### src/rtl/wptr_manager_if.sv
// rtl/wptr_manager_if.sv - write-side bundle between the FIFO writer and the write-pointer manager
interface wptr_manager_if #(
  parameter int ADDR_W = 4
);
  logic              w_en;
  logic              ovf_clr;
  logic [ADDR_W:0]   g_rptr_async;
  logic [ADDR_W-1:0] waddr;
  logic [ADDR_W:0]   wptr;
  logic              full;
  logic              almost_full;
  logic [ADDR_W:0]   wcount;
  logic              wr_ack;
  logic              overflow;

  modport master (
    output w_en, ovf_clr, g_rptr_async,
    input  waddr, wptr, full, almost_full, wcount, wr_ack, overflow
  );

  modport slave (
    input  w_en, ovf_clr, g_rptr_async,
    output waddr, wptr, full, almost_full, wcount, wr_ack, overflow
  );
endinterface

### src/rtl/wptr_manager.sv
// rtl/wptr_manager.sv - async FIFO write-domain pointer, full/almost-full, occupancy and overflow logic
module wptr_manager #(
  parameter int ADDR_W      = 4,
  parameter int SYNC_STAGES = 2,
  parameter int AFULL_TH    = 12
) (
  input logic           wclk,
  input logic           wrst,
  wptr_manager_if.slave bus
);
  localparam int            PW      = ADDR_W + 1;
  localparam logic [PW-1:0] AFULL_V = PW'(AFULL_TH);

  logic [SYNC_STAGES-1:0][PW-1:0] sync_q, sync_d;
  logic [PW-1:0] rq, rbin;
  logic [PW-1:0] wbin_q, wbin_d;
  logic [PW-1:0] wptr_q, wptr_d;
  logic [PW-1:0] wcount_q, wcount_d;
  logic          full_q, full_d;
  logic          afull_q, afull_d;
  logic          ack_q, ack_d;
  logic          ovf_q, ovf_d;
  logic          accept;

  // Stage 0 captures the raw read pointer; the last stage is the only one used.
  always_comb begin
    sync_d    = sync_q;
    sync_d[0] = bus.g_rptr_async;
    for (int i = 1; i < SYNC_STAGES; i++) begin
      sync_d[i] = sync_q[i-1];
    end
  end

  assign rq = sync_q[SYNC_STAGES-1];

  // Each binary bit is the XOR of all Gray bits at or above it.
  always_comb begin
    rbin = '0;
    for (int i = 0; i < PW; i++) begin
      rbin[i] = ^(rq >> i);
    end
  end

  always_comb begin
    accept   = bus.w_en & ~full_q;
    wbin_d   = wbin_q + PW'(accept);
    wptr_d   = wbin_d ^ (wbin_d >> 1);
    full_d   = (wptr_d == {~rq[PW-1:PW-2], rq[PW-3:0]});
    wcount_d = wbin_d - rbin;
    afull_d  = (wcount_d >= AFULL_V);
    ack_d    = accept;
    // A new overflow event beats a simultaneous clear.
    if (bus.w_en & full_q) begin
      ovf_d = 1'b1;
    end else if (bus.ovf_clr) begin
      ovf_d = 1'b0;
    end else begin
      ovf_d = ovf_q;
    end
  end

  always_ff @(posedge wclk) begin
    if (wrst) begin
      sync_q   <= '0;
      wbin_q   <= '0;
      wptr_q   <= '0;
      wcount_q <= '0;
      full_q   <= 1'b0;
      afull_q  <= 1'b0;
      ack_q    <= 1'b0;
      ovf_q    <= 1'b0;
    end else begin
      sync_q   <= sync_d;
      wbin_q   <= wbin_d;
      wptr_q   <= wptr_d;
      wcount_q <= wcount_d;
      full_q   <= full_d;
      afull_q  <= afull_d;
      ack_q    <= ack_d;
      ovf_q    <= ovf_d;
    end
  end

  assign bus.waddr       = wbin_q[ADDR_W-1:0];
  assign bus.wptr        = wptr_q;
  assign bus.full        = full_q;
  assign bus.almost_full = afull_q;
  assign bus.wcount      = wcount_q;
  assign bus.wr_ack      = ack_q;
  assign bus.overflow    = ovf_q;
endmodule

### src/flat_wrapper.sv
// flat-port wrapper written by rule: the top's interface ports become plain ports
module wptr_manager_flat 
#(
  parameter int ADDR_W      = 4,
  parameter int SYNC_STAGES = 2,
  parameter int AFULL_TH    = 12
)
  (wclk, wrst, bus_w_en, bus_ovf_clr, bus_g_rptr_async, bus_waddr, bus_wptr, bus_full, bus_almost_full, bus_wcount, bus_wr_ack, bus_overflow);
  wptr_manager_if #(.ADDR_W(ADDR_W)) bus_i ();
  input logic wclk;
  input logic wrst;
  input wire logic [$bits(bus_i.w_en)-1:0] bus_w_en;
  input wire logic [$bits(bus_i.ovf_clr)-1:0] bus_ovf_clr;
  input wire logic [$bits(bus_i.g_rptr_async)-1:0] bus_g_rptr_async;
  output wire logic [$bits(bus_i.waddr)-1:0] bus_waddr;
  output wire logic [$bits(bus_i.wptr)-1:0] bus_wptr;
  output wire logic [$bits(bus_i.full)-1:0] bus_full;
  output wire logic [$bits(bus_i.almost_full)-1:0] bus_almost_full;
  output wire logic [$bits(bus_i.wcount)-1:0] bus_wcount;
  output wire logic [$bits(bus_i.wr_ack)-1:0] bus_wr_ack;
  output wire logic [$bits(bus_i.overflow)-1:0] bus_overflow;
  assign bus_i.w_en = bus_w_en;
  assign bus_i.ovf_clr = bus_ovf_clr;
  assign bus_i.g_rptr_async = bus_g_rptr_async;
  assign bus_waddr = bus_i.waddr;
  assign bus_wptr = bus_i.wptr;
  assign bus_full = bus_i.full;
  assign bus_almost_full = bus_i.almost_full;
  assign bus_wcount = bus_i.wcount;
  assign bus_wr_ack = bus_i.wr_ack;
  assign bus_overflow = bus_i.overflow;
  wptr_manager #(.ADDR_W(ADDR_W), .SYNC_STAGES(SYNC_STAGES), .AFULL_TH(AFULL_TH)) u_core (.wclk(wclk), .wrst(wrst), .bus(bus_i));
endmodule
### config.mk
export PLATFORM = sky130hd
export DESIGN_NAME = wptr_manager_flat
export DESIGN_NICKNAME = d
export VERILOG_FILES = /design/src/rtl/wptr_manager_if.sv /design/src/rtl/wptr_manager.sv /design/src/flat_wrapper.sv
export SDC_FILE = /design/constraint.sdc
export NUM_CORES = 1
export LEC_CHECK = 0
export BUFFER_PORTS_ARGS = -buffer_cell sky130_fd_sc_hd__clkbuf_2
export CORE_ASPECT_RATIO = 0.9
export CORE_UTILIZATION = 52
export CTS_CLUSTER_DIAMETER = 30
export DETAILED_ROUTE_END_ITERATION = 10
export GPL_TIMING_DRIVEN = 1
export PLACE_DENSITY = 0.76
export REMOVE_ABC_BUFFERS = 1
export SLEW_MARGIN = 20
export SYNTH_ARGS = -nofsm -noshare
export SYNTH_HDL_FRONTEND = slang
export SYNTH_SLANG_ARGS = --single-unit
### constraint.sdc
create_clock -name wclk -period 3.5 [get_ports wclk]
set_input_delay 0 -clock wclk [delete_from_list [all_inputs] [get_ports wclk]]
set_output_delay 0 -clock wclk [all_outputs]
set_load 0.01 [all_outputs]
# ---- Yosys cells after proc, flatten, opt, wreduce, memory -nomap -nowiden
# Index checks and enable logic that the tools add are counted.
dict set report totals {
  inputBits 9
  register_bits 29
}
dict set report op_classes {
  add_sub_neg 2
  order_cmp 1
  reduce_logical 6
  n_bitwise 5
  n_mux 2
  eq_ne 1
}
# cell count
set op_table {}
lappend op_table {{5-bit parity} 5}
lappend op_table {{5-bit by 1-bit adder with 5-bit output} 1}
lappend op_table {{5-bit equality test} 1}
lappend op_table {{5-bit by 4-bit greater-or-equal comparator with 1-bit output (second input constant)} 1}
lappend op_table {{5-bit subtractor} 1}
lappend op_table {{5-bit by 4-bit XOR with 5-bit output} 1}
lappend op_table {{1-bit bitwise AND} 2}
lappend op_table {{1-bit two-way mux} 2}
lappend op_table {{2-bit NOT} 1}
lappend op_table {{2-bit nonzero test} 1}
lappend op_table {{1-bit NOT} 1}

# ---- Longest topological paths before layout
# Gate-level depths: netlist (run 1).
dict set report logic_depth {
  word_depth 5
  mapped_depth 12
  mapped_depth_nobuf 12
}

# ---- Worst setup path before layout (run 1)
# No wires, ideal clock.
dict set report synth_path {
  path_type {register -> register}
  startpoint {reg u_core.sync_q, in the netlist u_core.rq[4]}
  endpoint {reg u_core.afull_q, in the netlist u_core.bus.almost_full}
  t_required_ns 3.370
  n_path_buf 0
  arrival_time_ns 2.383
  setup_slack_ns 0.987
  period_less_slack_ns 2.513
  stages_incl_launch_ff 13
  path_cell_list {dfxtp_1 xor2_2 inv_2 xnor2_4 xnor2_1 ha_1 inv_1 ha_1 or4_1 o21ai_0 a21oi_1 mux2i_1 o31ai_2}
}
dict set report synth_via {
  elab_chain_len 3
  elab_cells_between_ends 7
  cone_classes {1 x add/sub; 1 x order compare; 5 x reduce/logical}
}
# item line_no
set synth_lines {}
lappend synth_lines {{from (decl)} wptr_manager.sv:14} ;# logic [SYNC_STAGES-1:0][PW-1:0] sync_q, sync_d;
lappend synth_lines {{from (signal assigned)} wptr_manager.sv:73} ;# sync_q <= sync_d;
lappend synth_lines {{5-bit parity} wptr_manager.sv:40} ;# rbin[i] = ^(rq >> i);
lappend synth_lines {{5-bit subtractor *} wptr_manager.sv:49} ;# wcount_d = wbin_d - rbin;
lappend synth_lines {{5-bit by 4-bit greater-or-equal comparator with 1-bit output *} wptr_manager.sv:50} ;# afull_d = (wcount_d >= AFULL_V);
lappend synth_lines {{to (signal assigned)} wptr_manager.sv:78} ;# afull_q <= afull_d;
lappend synth_lines {{to (decl)} wptr_manager.sv:20} ;# logic afull_q, afull_d;
# Mark *: on every way between the ends. The rest lies on a longest branch, timed or not.
# A chain may end at the register's enable or synchronous reset.

# ---- Worst setup path in the final report (run 1)
dict set report layout_path {
  startpoint {reg u_core.full_q, in the netlist u_core.bus.full}
  endpoint {reg u_core.afull_q, in the netlist u_core.bus.almost_full}
}
dict set report layout_via {
  elab_chain_len 5
}
# item line_no
set layout_lines {}
lappend layout_lines {{from (decl)} wptr_manager.sv:19} ;# logic full_q, full_d;
lappend layout_lines {{from (signal assigned)} wptr_manager.sv:77} ;# full_q <= full_d;
lappend layout_lines {{1-bit NOT} wptr_manager.sv:45} ;# accept = bus.w_en & ~full_q;
lappend layout_lines {{1-bit bitwise AND} wptr_manager.sv:45}
lappend layout_lines {{named net u_core.accept} wptr_manager.sv:23} ;# logic accept;
lappend layout_lines {{5-bit by 1-bit adder with 5-bit output} wptr_manager.sv:46} ;# wbin_d = wbin_q + PW'(accept);
lappend layout_lines {{5-bit subtractor} wptr_manager.sv:49}
lappend layout_lines {{5-bit by 4-bit greater-or-equal comparator with 1-bit output} wptr_manager.sv:50}
# The timed path passes the listed nets, and every way through them passes these cells.

==> results of run 1 <==
==> cell families after synthesis <==
logic type / count (synthesis)
AOI/OAI and AO/OA: 9
xor gates and xnor gates: 19
adders and majority gates: 6
buffers and inverters: 10
DFF: 28
muxes: 2
and+or+nand+nor: 45
==> per-layer routing <==
metal	wire (um)	GRT usage [%]	part of all wire, %
met1	874	20.63	44
met3	80	5.660	4.1
met5	0	0	0
met4	0	2.632	0
met2	1018	29.63	52
==> flip-flops by register name, summed over array words and instances, names as in the netlist <==
signal,cells
u_core.bus.almost_full,1
u_core.bus.full,1
u_core.bus.overflow,1
u_core.bus.wcount,5
u_core.bus.wptr,5
u_core.bus.wr_ack,1
u_core.rq,5
u_core.sync_d,5
u_core.wbin_q,4
==> per-stage QoR <==
step / utilization (%) / total power [mW] / worst slack [ps] / cell area (um^2)
floorplan: - / 0.4922 / 989.7 / 1236
detailed placement: 63.01 / 0.5413 / 773.5 / 1400
finish: 67.79 / 0.6901 / 774.4 / 1506
global placement: 63.01 / 0.5366 / 858.0 / 1400
CTS: 67.79 / 0.6991 / 781.7 / 1506
global route: 67.79 / 0.7374 / 565.4 / 1506
==> power breakdown <==
part / switching (mW) / internal (mW)
registers: 0.0108 / 0.347
logic: 0.0904 / 0.0890
clock network: 0.0889 / 0.0636
total: 0.190 / 0.500
==> worst max-delay path, stage by stage, from the launching register on <==
cell      delay [ps]
dfxtp_1          350
nor2b_1          150
ha_1             180
nand3_1           90
xor2_1           410
inv_1             90
ha_1             380
nor4bb_1         160
a221oi_1         220
o21ai_0          150
a311oi_2         320
o31ai_2          100
==> area by class of cell <==
type	instances	area, um^2	area share (%)
Multi-Input combinational cell	81	653.1	43.36
Sequential cell	28	560.5	37.21
Timing Repair Buffer	33	200.2	13.29
Clock buffer	4	36.28	2.409
Tap cell	27	33.78	2.243
Inverter	6	22.52	1.495
==> worst paths after layout <==
kind / start / end / depth (start not counted)
min reg2reg: u_core.sync_d[7] / u_core.rq[2] / 1
max: u_core.bus.full / u_core.bus.almost_full / 11
max reg2reg: u_core.bus.full / u_core.bus.almost_full / 11
min: wrst / u_core.wbin_q[0] / 2
==> placed cells by master (no fill, tap or decap), types with 2 or more instances in the layout <==
cell type	count
clkbuf_4	3
xor2_2	2
mux2i_1	2
ha_1	6
dlygate4sd3_1	7
nor2b_1	18
dfxtp_1	28
nor2_1	12
nand2_1	3
nand2b_1	2
a21oi_1	2
inv_1	5
o21ai_0	2
xor2_1	5
clkbuf_2	26
xnor2_1	9
nor3_1	3
xnor2_4	2
==> reports/metrics.cfg, run 1 <==
[setup_path]
cp-start-kind = flip-flop
crit_fanout = 6
critPathKind = flip-flop to flip-flop
end_kind = flip-flop
critical_path_arrival_ps = 2940
rrSetupSlack_ps = 770
worstPathRequired_ps = 3710

[drt]
drc = 0
vias_per_cell = 4.771
dr.pass1.iters = 3
wl_per_cell_um = 11.02
wl_um = 1973
drtAntennaViolNets = 0
routed-via-count = 854
drt_iter0_drc = 8

[synthesis]
synth_xor_area_share_pct = 18.58
synth_top_area_cell = dfxtp_1
netlist_area_um2 = 1252
synth_compound_area_share_pct = 5.794
synth_top_family_by_area = simple AND/OR/NAND/NOR gates
synth-edff-count = 0
async_reset_ff_share_pct = 0
synth.top_cell.area_share_pct = 44.76
ys_seq_area_share_pct = 44.76
synth.distinct_cells = 31
synth_seq_cells = 28
synth_area_leaders = dfxtp_1, nor2b_1, xnor2_1
syn_area_per_cell_um2 = 10.52
synth_adder_area_share_pct = 5.994
synthTopCellsByCount = dfxtp_1, nor2b_1, nor2_1
yosysWarningCount = 0
yosys_most_used_dff = dfxtp_1
synthCells = 119
yosys.area_share.simple_pct = 20.18
synthMuxAreaShare_pct = 1.598
yosysMostFrequentCell = dfxtp_1

[floorplan]
core_um2 = 2222
die_y_um = 48.56
initial_core_util_pct = 56.36
rows = 16
die_w_um = 53.73
io_pins = 27
die_area_um2 = 2609

[clocking]
cts_max_level = 1
clock_latency_ps = 320
numClockSinks = 28
cts_buffer_depth = 2
cts_resized = 0
path_clk_slew_ps = 140
clock-root-buffer = clkbuf_4
hold_buffers = 7
cts_setup_buffers = 0
cts_tree = done
cts_buffers = 3

[global_routing]
grt_start_max_net_pins = 29
grt_util_all_layers_pct = 17.25
grt_pass1_vias = 778
grt-ovfl-total = 0
grt_pass1_wl_um = 3284
antenna_found_initial = 0

[timing]
slew_headroom_pct = 65.06
finalCritPeriodShare_pct = 77.87
slew_viol_final = 0
hold-worst-slack_ps = 188.4
finalSetupTns_ps = 0
tightest_slew_ps = 524.1
hold_viol = 0
rsz0062_at_grt = false
fmax_ghz = 0.3669
finalSetupViolations = 0
period_needed_ps = 2726
fin_skew_ps = 7.226

[flow_run]
maxCapViolations = 0

[final_layout]
fin_nets = 168
fin_cells = 179
fillCellCount = 182
synthToLayoutAreaGrowth_pct = 20.28
drive_gt1_share_pct = 26.32
antenna_cells = 0

[outcome]
status = finished clean

[power]
powerDensity_nw_per_um2 = 458.1
p_leak_nw = 0.6753
worst_ir_drop_vdd_uv = 315.6

[placement]
portBuffers = 26
post-dp-hpwl_um = 1500
placedCellCount = 168
place_congestion = 0.8326

[min_path]
hp-class = input port to flip-flop

Power figures use the tool's default switching activity.
==> inputs of run 2 (changes only) <==
- clock period: 3.5 -> 2.64 ns (I/O delays scaled with it)
==> reports/metrics.cfg, run 2 (same netlist as run 1, synthesis figures left out) <==
[timing]
hold-worst-slack_ps = 209.7
slew_viol_final = 0
hold_viol = 0
finalCritPeriodShare_pct = 96.29
tightest_slew_ps = 552.2
slew_headroom_pct = 63.19
finalSetupViolations = 0
fmax_ghz = 0.3934
fin_skew_ps = 3.789
period_needed_ps = 2542

[power]
p_clk_share_pct = 21.7
p_leak_nw = 0.7248
switchingPower_mw = 0.2663
total_power_mw = 0.9473
pwr-share-seq_pct = 50.0
combPwrFrac_pct = 28.3
powerDensity_nw_per_um2 = 579.2
worst_ir_drop_vdd_uv = 546.4
sw_frac_of_total_pct = 28.11
p_int_mw = 0.6809

[setup_path]
worst-path-buf-inv = 2
crit_family = compound AO/OA/AOI/OAI gates
slowest_delay_ps = 550
crit_slowest_cell = dlygate4sd3_1
path_common_cell = ha_1
end_kind = flip-flop
critical_path_arrival_ps = 2750
cp-start-kind = input port
cp_cell_sequence = dlygate4sd3_1 -> clkbuf_2 -> nor2b_2 -> ha_1 -> ha_1 -> xor2_2 -> ha_4 -> nor2b_1 -> a221oi_1 -> o21ai_0 -> a311oi_2 -> o31ai_2
crit_fanout = 4
critPathKind = input port to flip-flop
worstPathRequired_ps = 2850

[drt]
vias_per_cell = 4.904
drt_iter0_drc = 13
dr.pass1.iters = 4
routed-via-count = 917
drc = 0
wl_um = 2370
drtAntennaViolNets = 0
wl_per_cell_um = 12.67

[floorplan]
core_um2 = 2222
die_y_um = 48.56
die_area_um2 = 2609
rows = 16
initial_core_util_pct = 56.36
die_w_um = 53.73
io_pins = 27

[placement]
place_area_um2 = 1438
portBuffers = 26
place_congestion = 0.8450
placedCellCount = 173
post-dp-hpwl_um = 1682

[global_routing]
grt_pass1_vias = 944
grt_util_all_layers_pct = 19.89
grt-ovfl-total = 0
antenna_found_initial = 0
grt_start_max_net_pins = 29
grt_pass1_wl_um = 3774

[final_layout]
synthToLayoutAreaGrowth_pct = 30.57
antenna_cells = 0
drive_gt1_share_pct = 36.88
layout_common_cells = clkbuf_2, dfxtp_1, nor2b_1
fin_nets = 176
final_common_cell = clkbuf_2
fin_cells = 187
fillCellCount = 162
postLayoutCellArea_um2 = 1635

[clocking]
numClockSinks = 28
cts_max_level = 1
cts_buffers = 3
clock_latency_ps = 320
cts_buffer_depth = 2
clock-root-buffer = clkbuf_4
path_clk_slew_ps = 140
cts_tree = done

[outcome]
status = finished clean

[flow_run]
maxCapViolations = 0

[min_path]
hp-class = input port to flip-flop

run 2: cell types whose count changed in the layout (fill, tap and decap cells not counted), sizes merged:
cell  delta
buf      +8
run 2: stage by stage:
| step | utilization (%) | setup WS [ps] | setup TNS (ps) |
|---|---|---|---|
| 3_3_place_gp | 64.70 | 103.4 | 0 |
| 3_5_place_dp | 64.70 | -25.07 | -25.07 |
| 5_1_grt | 73.59 | -21.37 | -21.37 |
| 2_1_floorplan | - | 129.7 | 0 |
| 4_1_cts | 69.71 | 5.607 | 0 |
| 6_report | 73.59 | 97.85 | 0 |
run 2: area by class of cell:
type                    count  area (um^2)  area share, %
multi-input cells          81        711.9          43.53
well taps                  27        33.78          2.066
flip-flops and latches     28        570.5          34.89
repair buffers             41        260.3          15.91
inverters                   6        22.52          1.377
clock buffers               4        36.28          2.219
run 2: path summary, 6_finish.rpt:
check / startpoint / end / slack, ps / depth (start not counted)
setup / recovery: bus_w_en / u_core.bus.almost_full / 100 / 12
hold reg to reg: u_core.sync_d[9] / u_core.rq[4] / 450 / 1
setup reg to reg: u_core.bus.full / u_core.bus.almost_full / 150 / 10
hold / removal: wrst / u_core.bus.wcount[0] / 210 / 2
run 2: power groups by stage:
stage	Clock [mW]	Sequential (mW)	Combinational [mW]
CTS	0.212	0.475	0.252
detailed placement	0	0.484	0.242
global placement	0	0.483	0.237
global route	0.225	0.481	0.298
finish	0.205	0.474	0.268
floorplan	0	0.500	0.152
run 2: what timing repair did:
action	CTS	global route
setup buffers	0	3
hold buffers	7	0
endpoints found under the setup margin	1	3
pin swaps	0	4
resized for setup	3	11
gates cloned	0	0
endpoints found under the hold margin	6	0
run 2: per-layer routing:
metal  track usage, %  vias to the layer above  wire, um
met3            5.660                        4       113
met5                0                        -         0
met4            7.456                        0        33
li1                 -                      466         -
met2            35.60                       30      1239
met1            20.98                      417       983
==> inputs of run 3 (changes only) <==
- ABC_AREA: default -> 1
- PLACE_DENSITY: 0.76 -> 0.77
==> reports/metrics.cfg, run 3 <==
[outcome]
status = finished clean

[timing]
fmax_ghz = 0.4621
rsz0062_at_grt = false
slew_headroom_pct = 67.10
fin_skew_ps = 6.396
tightest_slew_ps = 493.5
period_needed_ps = 2164
finalSetupViolations = 0
hold_viol = 0
finalSetupTns_ps = 0
finalCritPeriodShare_pct = 81.96
slew_viol_final = 0
setup_ws_ps = 476.2

[synthesis]
syn_area_per_cell_um2 = 7.500
synth.top_cell.area_share_pct = 44.76
synth-edff-count = 0
synth.distinct_cells = 20
yosysMostFrequentCell = nand2_1
synthTopCellsByCount = nand2_1, inv_1, dfxtp_1
netlist_area_um2 = 1252
yosysWarningCount = 0
yosys_most_used_dff = dfxtp_1
synth_seq_cells = 28
synthCells = 167
synth_top_area_cell = dfxtp_1
ys_seq_area_share_pct = 44.76
async_reset_ff_share_pct = 0
synth_area_leaders = dfxtp_1, nand2_1, inv_1

[floorplan]
rows = 16
initial_core_util_pct = 56.36
die_w_um = 53.73
die_y_um = 48.56
die_area_um2 = 2609
core_um2 = 2222
io_pins = 27

[final_layout]
synthToLayoutAreaGrowth_pct = 19.58
multiInputGateArea_um2 = 556.8
antenna_cells = 0
layout_common_cells = nand2_1, inv_1, dfxtp_1
seq_area_um2 = 560.5
drive_gt1_share_pct = 20.00
postLayoutCellArea_um2 = 1498
fin_nets = 217
final_common_cell = nand2_1
fillCellCount = 194

[drt]
drtAntennaViolNets = 0
vias_per_cell = 4.634
wl_um = 2115
routed-via-count = 1052
wl_per_cell_um = 9.317
drc = 0
dr.pass1.iters = 4
drt_iter0_drc = 16

[clocking]
path_clk_slew_ps = 130
cts_buffer_depth = 2
cts_resized = 0
clock-root-buffer = clkbuf_4
cts_max_level = 1
cts_tree = done
cts_buffers = 3
clock_latency_ps = 330
numClockSinks = 28

[setup_path]
crit_fanout = 5
critical_path_arrival_ps = 2410
critPathKind = flip-flop to flip-flop
cp-start-kind = flip-flop
worstPathRequired_ps = 2880
end_kind = flip-flop

[global_routing]
antenna_found_initial = 0
use_met3_pct = 6.918
grt_pass1_vias = 941
grt_pass1_wl_um = 3553
top_usage_layer = met2
use_met2_pct = 32.72
grt-ovfl-total = 0
grtUsageMet1_pct = 19.57
grt_util_all_layers_pct = 18.80
grt_start_max_net_pins = 27

[placement]
pre_cts_ws_ps = 507.8
portBuffers = 26
place_area_um2 = 1405
post-dp-hpwl_um = 1606
place_congestion = 0.9379

[power]
powerDensity_nw_per_um2 = 555.9
p_leak_nw = 0.8233
worst_ir_drop_vdd_uv = 400.8

[min_path]
hp-class = input port to flip-flop

[flow_run]
maxCapViolations = 0

[run 3: report_power, final]
part / switching (mW) / internal, mW / leakage [nW]
sequential: 0.0129 / 0.457 / 0.231
combinational: 0.113 / 0.0832 / 0.579
clock: 0.113 / 0.0537 / 0.0138
total: 0.239 / 0.594 / 0.823
[run 3: final cells by class]
class                           instances  share of cell area (%)
Sequential cell                        28                   37.43
Multi-Input combinational cell        103                   37.18
Timing Repair Buffer                   33                   13.37
Inverter                               33                   8.271
Tap cell                               27                   2.256
Clock buffer                            3                   1.504
[run 3: per-layer routing]
layer / part of all wire, % / up-vias
li1: - / 559
met1: 44 / 453
met2: 49 / 32
met3: 5.2 / 8
met4: 1.6 / 0
met5: 0 / -
[run 3: logic make-up (layout without fill, tap and decap cells)]
group / after synthesis / in the layout / synth area share [%]
and+or+nand+nor: 82 / 82 / 28.57
buffers and inverters: 36 / 69 / 10.79
DFF: 28 / 28 / 44.76
xor gates and xnor gates: 11 / 11 / 8.293
adders and majority gates: 6 / 6 / 5.994
AOI/OAI and AO/OA: 4 / 4 / 1.598
[run 3: path summary, 6_finish.rpt]
path | slack (ps) | to | from | depth (start not counted)
worst max-delay path | 480 | u_core.bus.almost_full | u_core.bus.full | 14
worst min-delay path | 170 | u_core.bus.wcount[2] | wrst | 2
worst max register to register | 480 | u_core.bus.almost_full | u_core.bus.full | 14
worst min register to register | 410 | u_core.rq[0] | u_core.sync_d[5] | 2
[run 3: repair_timing]
action                    in CTS  in global routing
hold endpoints to repair       7                  0
setup buffers                  0                  0
hold buffers                   7                  0
[run 3: worst max-delay path: stages, from the launching register on]
cell,delay (ps)
dfxtp_1,390
nor2_1,70
ha_1,210
ha_1,370
inv_1,150
nand3_1,120
nand2_1,80
inv_1,40
ha_1,180
inv_1,60
nand2_1,70
nand3_1,90
nand3_1,80
nand3_1,110
nand2_1,60
[run 3: metrics by stage]
stage | hold slack [ps] | util (%) | std cells | power [mW]
CTS | 168.9 | 67.40 | 227 | 0.8435
floorplan | 66.69 | - | 164 | 0.6092
finish | 172.7 | 67.40 | 227 | 0.8325
global route | 195.4 | 67.40 | 227 | 0.8966
global placement | 193.5 | 63.23 | 217 | 0.6635
detailed placement | 196.1 | 63.23 | 217 | 0.6682
